File: src/rtl/plru_tree_update.sv
// plru_tree_update: per-set 3-bit tree pseudo-LRU store with victim decode and access update
module plru_tree_update #(
  parameter int index_bits = 3
) (
  input  logic                  clk,
  input  logic                  reset,
  output logic                  ready,
  input  logic [index_bits-1:0] lookup_index,
  output logic [2:0]            plru_bits,
  output logic [3:0]            victim_way,
  output logic [1:0]            victim_idx,
  input  logic                  access,
  input  logic [index_bits-1:0] access_index,
  input  logic [3:0]            access_way,
  output logic                  access_err
);
  localparam int sets = 1 << index_bits;
  typedef enum logic {INIT, RUN} state_t;
  state_t state, state_n;
  logic [2:0] mem [sets];
  logic [index_bits-1:0] cnt;
  logic [2:0] cur, upd;
  logic onehot, wr;
  assign plru_bits  = mem[lookup_index];
  assign victim_idx = plru_bits[0] ? (plru_bits[1] ? 2'd0 : 2'd1) : (plru_bits[2] ? 2'd2 : 2'd3);
  assign victim_way = 4'b0001 << victim_idx;
  assign ready      = state == RUN;
  assign cur        = mem[access_index];
  assign onehot     = access_way != 4'd0 && (access_way & (access_way - 4'd1)) == 4'd0;
  assign wr         = !reset && ready && access && onehot;
  always_comb begin
    state_n = (state == INIT && cnt == index_bits'(sets - 1)) ? RUN : state;
    upd     = access_way[0] ? {cur[2], 2'b00} :
              access_way[1] ? {cur[2], 2'b10} :
              access_way[2] ? {1'b0, cur[1], 1'b1} :
                              {1'b1, cur[1], 1'b1};
  end
  always_ff @(posedge clk) begin
    if (reset) begin
      state      <= INIT;
      cnt        <= '0;
      access_err <= 1'b0;
    end else begin
      state      <= state_n;
      cnt        <= state == INIT ? cnt + 1'b1 : cnt;
      access_err <= ready && access && !onehot;
    end
  end
  // Array has no reset: the INIT sweep is what clears it.
  always_ff @(posedge clk) begin
    if (!reset && state == INIT) mem[cnt] <= 3'b000;
    else if (wr) mem[access_index] <= upd;
  end
endmodule
File: config.mk
export PLATFORM = sky130hd
export DESIGN_NAME = plru_tree_update
export DESIGN_NICKNAME = d
export VERILOG_FILES = /design/src/rtl/plru_tree_update.sv
export SDC_FILE = /design/constraint.sdc
export NUM_CORES = 1
export LEC_CHECK = 0
export ABC_AREA = 1
export BUFFER_PORTS_ARGS = -buffer_cell sky130_fd_sc_hd__buf_2
export CAP_MARGIN = 20
export CORE_MARGIN = 5
export CORE_UTILIZATION = 59
export CTS_CLUSTER_SIZE = 40
export DETAILED_ROUTE_END_ITERATION = 8
export GPL_ROUTABILITY_DRIVEN = 0
export PLACE_DENSITY = 0.92
export SLEW_MARGIN = 25
export SYNTH_ARGS = -nofsm -noshare
export SYNTH_HDL_FRONTEND = slang
export SYNTH_SLANG_ARGS = --single-unit
File: constraint.sdc
create_clock -name clk -period 3.5 [get_ports clk]
set_input_delay 0.7 -clock clk [delete_from_list [all_inputs] [get_ports clk]]
set_output_delay 0.7 -clock clk [all_outputs]
set_load 0.02 [all_outputs]
## Word-level counts from Yosys, hierarchy flattened

Memories as Yosys holds them, arrays and structs flattened.
Cells that the tools add are included.

| word-level totals | value |
|---|---|
| bits of input ports | 13 |
| memories | 1 |
| output and inout port bits | 11 |
| bits in latches | 0 |
| register bits | 5 |
| ROM bits | 0 |
| bits in writable memories | 24 |

Memories:

| name | depth | bits a word | rd ports | clocked after memory_dff | write ports | line | source |
|---|---|---|---|---|---|---|---|
| mem | 8 | 3 | 1 | 0 | 1 | 20 | `logic [2:0] mem [sets];` |

| cells by class | value |
|---|---|
| bitwise operators | 2 |
| reduce and logical (&&, ||, !) cells | 15 |
| order comparisons | 0 |
| equality and inequality tests | 5 |
| add/sub/neg operators | 2 |
| div/mod/pow operators | 0 |
| shifts and indexed selects | 1 |
| multiply operators | 0 |
| muxes and demuxes | 14 |

Operators with widths:

| kind | count |
|---|---|
| $mux W3 | 6 |
| $logic_and A1 B1 Y1 | 8 |
| $mux W1 | 7 |
| $ne A3 B3 Y1 const B | 2 |
| $reduce_and A3 Y1 | 2 |
| $and A4 B4 Y4 | 1 |
| $logic_not A4 Y1 | 1 |
| $reduce_bool A4 Y1 | 1 |
| $shl A1 B2 Y4 const A | 1 |
| $sub A4 B1 Y4 const B | 1 |
| $add A3 B1 Y3 const B | 1 |
| $eq A3 B3 Y1 const B | 1 |
| $reduce_or A3 Y1 | 1 |
| $logic_not A1 Y1 | 2 |
| $mux W2 | 1 |
| $ne A2 B2 Y1 const B | 1 |
| $ne A1 B1 Y1 const B | 1 |
| $not A1 Y1 | 1 |

## Depth between registers and ports, before layout

| logic depth | value |
|---|---|
| depth after elaboration | 11 |
| depth in mapped cells | 10 |
| mapped depth without buffers | 10 |

## Worst setup path after synthesis

OpenSTA, ideal clock, no wires.

| path | value |
|---|---|
| path kind | input port to output port |
| from | input lookup_index[1] |
| to | output victim_way[2] |
| data arrival time | 1.850 ns |
| slack | 0.950 ns |
| required time | 2.800 ns |
| stages | 8 |
| path buffers | 1 |
| path through | buf_2 > inv_1 > nor2_1 > o21ai_1 > nand2_1 > o21ai_2 > inv_2 > nor2_1 |

| between the ends | value |
|---|---|
| elaborated cells between the ends (all ways) | 5 |
| those cells by class | shift (1); mux (3); memory (1) |

RTL lines:

| element | line | source |
|---|---|---|
| start, declared | 8 | `input logic [index_bits-1:0] lookup_index,` |
| $mem_v2 Z8 W3 | n/a |  |
| $mux W2 | 25 | `assign victim_idx = plru_bits[0] ? (plru_bits[1] ? 2'd0 : 2'd1) : (plru_bits[2] ? 2'd2 : 2'd3);` |
| net victim_idx[1] | 11 | `output logic [1:0] victim_idx,` |
| $shl A1 B2 Y4 | 26 | `assign victim_way = 4'b0001 << victim_idx;` |
| end, declared | 10 | `output logic [3:0] victim_way,` |

The timed path passes the listed nets, and every way through them passes these cells.

## Worst setup path after layout

| path | value |
|---|---|
| from | input lookup_index[0] |
| to | output victim_idx[0] |

| between the ends | value |
|---|---|
| longest elaborated chain between the ends | 3 |
| elaborated cells between the ends (all ways) | 4 |
| those cells by class | mux (3); memory (1) |

Ends and longest elaborated chain:

| element | line |
|---|---|
| $mem_v2 Z8 W3 (*) | n/a |
| $mux W1 | 25 |
| $mux W2 (*) | 25 |
| end, declared | 11 |

Mark *: on every way between the ends. The rest lies on a longest branch, timed or not.

==> results.yml <==
status:
  outcome: "finished clean"
routing:
  wl_met2_mm: 1.52
  wl_met1_mm: 1.32
  viasPerCell: 5.18
  vias: 1263
  routed_wl_mm: 3.13
  met3_length_um: 230
  wl_per_cell_um: 12.8
  drtAntennaViolNets: 0
  drtIter0Drc: 93
  drc: 0
  top_layer: "met4"
  drtPass1Iterations: 4
sta:
  setup-tns-final_ns: 0
  slew_viol_final: 0
  tightest_slew_ns: 0.783
  min_period_ns: 2.55
  max_freq_mhz: 392
  hold_viol_final: 0
  fin_skew_ns: 0.00733
  slew_headroom: 0.474
  setup_viol: 0
  rsz0062_at_grt: "false"
  period_share: 0.730
final_layout:
  areaGrowthSynthToFinish_pct: 11.7
  drive_gt1_frac: 0.164
  stdcell_count: 244
  n_antenna_cell: 0
  fin_util: 0.684
  nNetsFinal: 228
worst_setup_path:
  reg2reg_to: "mem[3][1]"
  cp_data_arrival_time_ns: 1.85
  path_max_fanout: 14
  reg2reg_depth: 4
  end_kind: "output pin"
  startpoint_type: "input pin"
  critPathKind: "in2out"
  r2r_start: "ready"
  cp_data_required_time_ns: 2.80
  reg2reg_slack_ns: 1.74
cts:
  cts.reportedPaths.clkPinSlew_ns: 0.09
  htree_levels: 2
  hold_buffers: 0
  post-cts-setup-buffers: 0
  cts_made_buffers: 5
  cts_max_path_buffers: 2
  clock_latency_ns: 0.32
  cts.sinks: 29
  cts_tree: "yes"
  root_buffer: "clkbuf_4"
  cts_resized: 0
placement:
  port-buffer-count: 23
  dp_cells: 236
  hpwl_mm: 2.37
synthesis:
  ys_top_cells_by_area: "edfxtp_1, nor2_1, nand2_1"
  synth_warnings: 0
  synth_most_common_cell: "nor2_1"
  ys_seq_area_frac: 0.541
  syn_nets: 201
  synth_seq_cells: 29
  synth_ff_type: "edfxtp_1"
  synth_edf_count: 24
  synthTopCellsByCount: "nor2_1, nand2_1, edfxtp_1, inv_1, nand3_1"
  netlist_area_um2: 1520
  yosysTopAreaCellShare: 0.475
  synth.distinct_cells: 21
  avgSynthCellArea_um2: 8.16
  synth_cells: 186
  async_flop_share: 0
  synth_top_area_cell: "edfxtp_1"
die:
  boundaryPins: 24
  rows: 18
  core_area_um2: 2480
  dieArea_um2: 3690
  die_h_um: 60.7
  die_w_um: 60.7
  floorplan.initialDensity: 0.613
worst_hold_path:
  hp-class: "reg2reg"
  hold_depth: 2
  hold-path-endpoint: "ready"
  min_from: "ready"
pwr:
  total_power_uw: 685
  power_density_nw_per_um2: 404
  peakVddDrop_v: 0.000289
  leakagePower_nw: 0.826
global_route:
  grt_max_degree: 15
  overflow: 0
  grt_pass1_vias: 1108
  grt_pass1_wl_mm: 5.02
  grtUsageTotal: 0.194
  antenna_found_initial: 0
flow_run:
  maxCapViolCount: 0
## worst max path at each step
| stage | start | endpoint | slack (ns) | depth (start not counted) |
|---|---|---|---|---|
| 2_1_floorplan | lookup_index[1] | victim_way[2] | 0.95 | 8 |
| 3_3_place_gp | lookup_index[0] | victim_idx[0] | 1.01 | 8 |
| 3_5_place_dp | lookup_index[0] | victim_idx[0] | 0.98 | 8 |
| 4_1_cts | lookup_index[0] | victim_idx[0] | 0.99 | 8 |
| 5_1_grt | lookup_index[0] | victim_idx[0] | 0.80 | 8 |
| 6_report | lookup_index[0] | victim_idx[0] | 0.95 | 8 |
## report_power, final
group	total, mW	switching (mW)	internal (mW)
clock	0.186	0.107	0.0799
combinational	0.111	0.0767	0.0347
sequential	0.387	0.00550	0.381
## cells by family (layout without fill, tap and decap cells)
group | Yosys count | in the layout | synth area share
adders and majority gates | 2 | 2 | 0.0165
buffers and inverters | 30 | 58 | 0.0824
DFF | 29 | 29 | 0.541
AOI/OAI and AO/OA | 21 | 21 | 0.0742
and+or+nand+nor | 104 | 104 | 0.286
## registers in the layout, summed over array words and instances (netlist names)
| register | count |
|---|---|
| access_err | 1 |
| ready | 1 |
| mem | 24 |
| cnt | 3 |
## metal layers
metal / track usage / vias to the layer above
met4: 0.0836 / 0
li1: - / 654
met3: 0.0511 / 6
met1: 0.230 / 557
met5: 0 / -
met2: 0.333 / 46
## worst max-delay path, stage by stage
cell and delay (ns):
buf_2 0.21, inv_2 0.12, o21ai_0 0.17, o22ai_1 0.11, o21ai_1 0.21, nand2_1 0.10
nand2_1 0.07, buf_2 0.15
## final cells by class
cell class / count / area [µm²]
Sequential cell: 29 / 821
Tap cell: 30 / 37.5
Timing Repair Buffer: 23 / 115
Fill cell: 220 / 782
Clock buffer: 8 / 48.8
Inverter: 27 / 101
Multi-Input combinational cell: 127 / 572
## cell usage in the layout (no fill, tap or decap), drive strengths merged
cell type and n:
nand3 16, o21ai 19, buf 23, clkbuf 8, ha 2, edfxtp 24, o22ai 1, nand3b 1
o211ai 1, nor3 2, nand2 34, nor2 51, dfxtp 5, inv 27
## stage by stage
stage | hold WS (ns) | instance area, µm² | setup WS (ns)
final | 0.511 | 1700 | 0.946
after floorplan | 0.482 | 1520 | 0.950
after global routing | 0.543 | 1700 | 0.801
after detailed placement | 0.503 | 1650 | 0.981
after CTS | 0.516 | 1700 | 0.988
after global placement | 0.502 | 1650 | 1.01
Note: power is estimated with default switching activity, not from simulation.
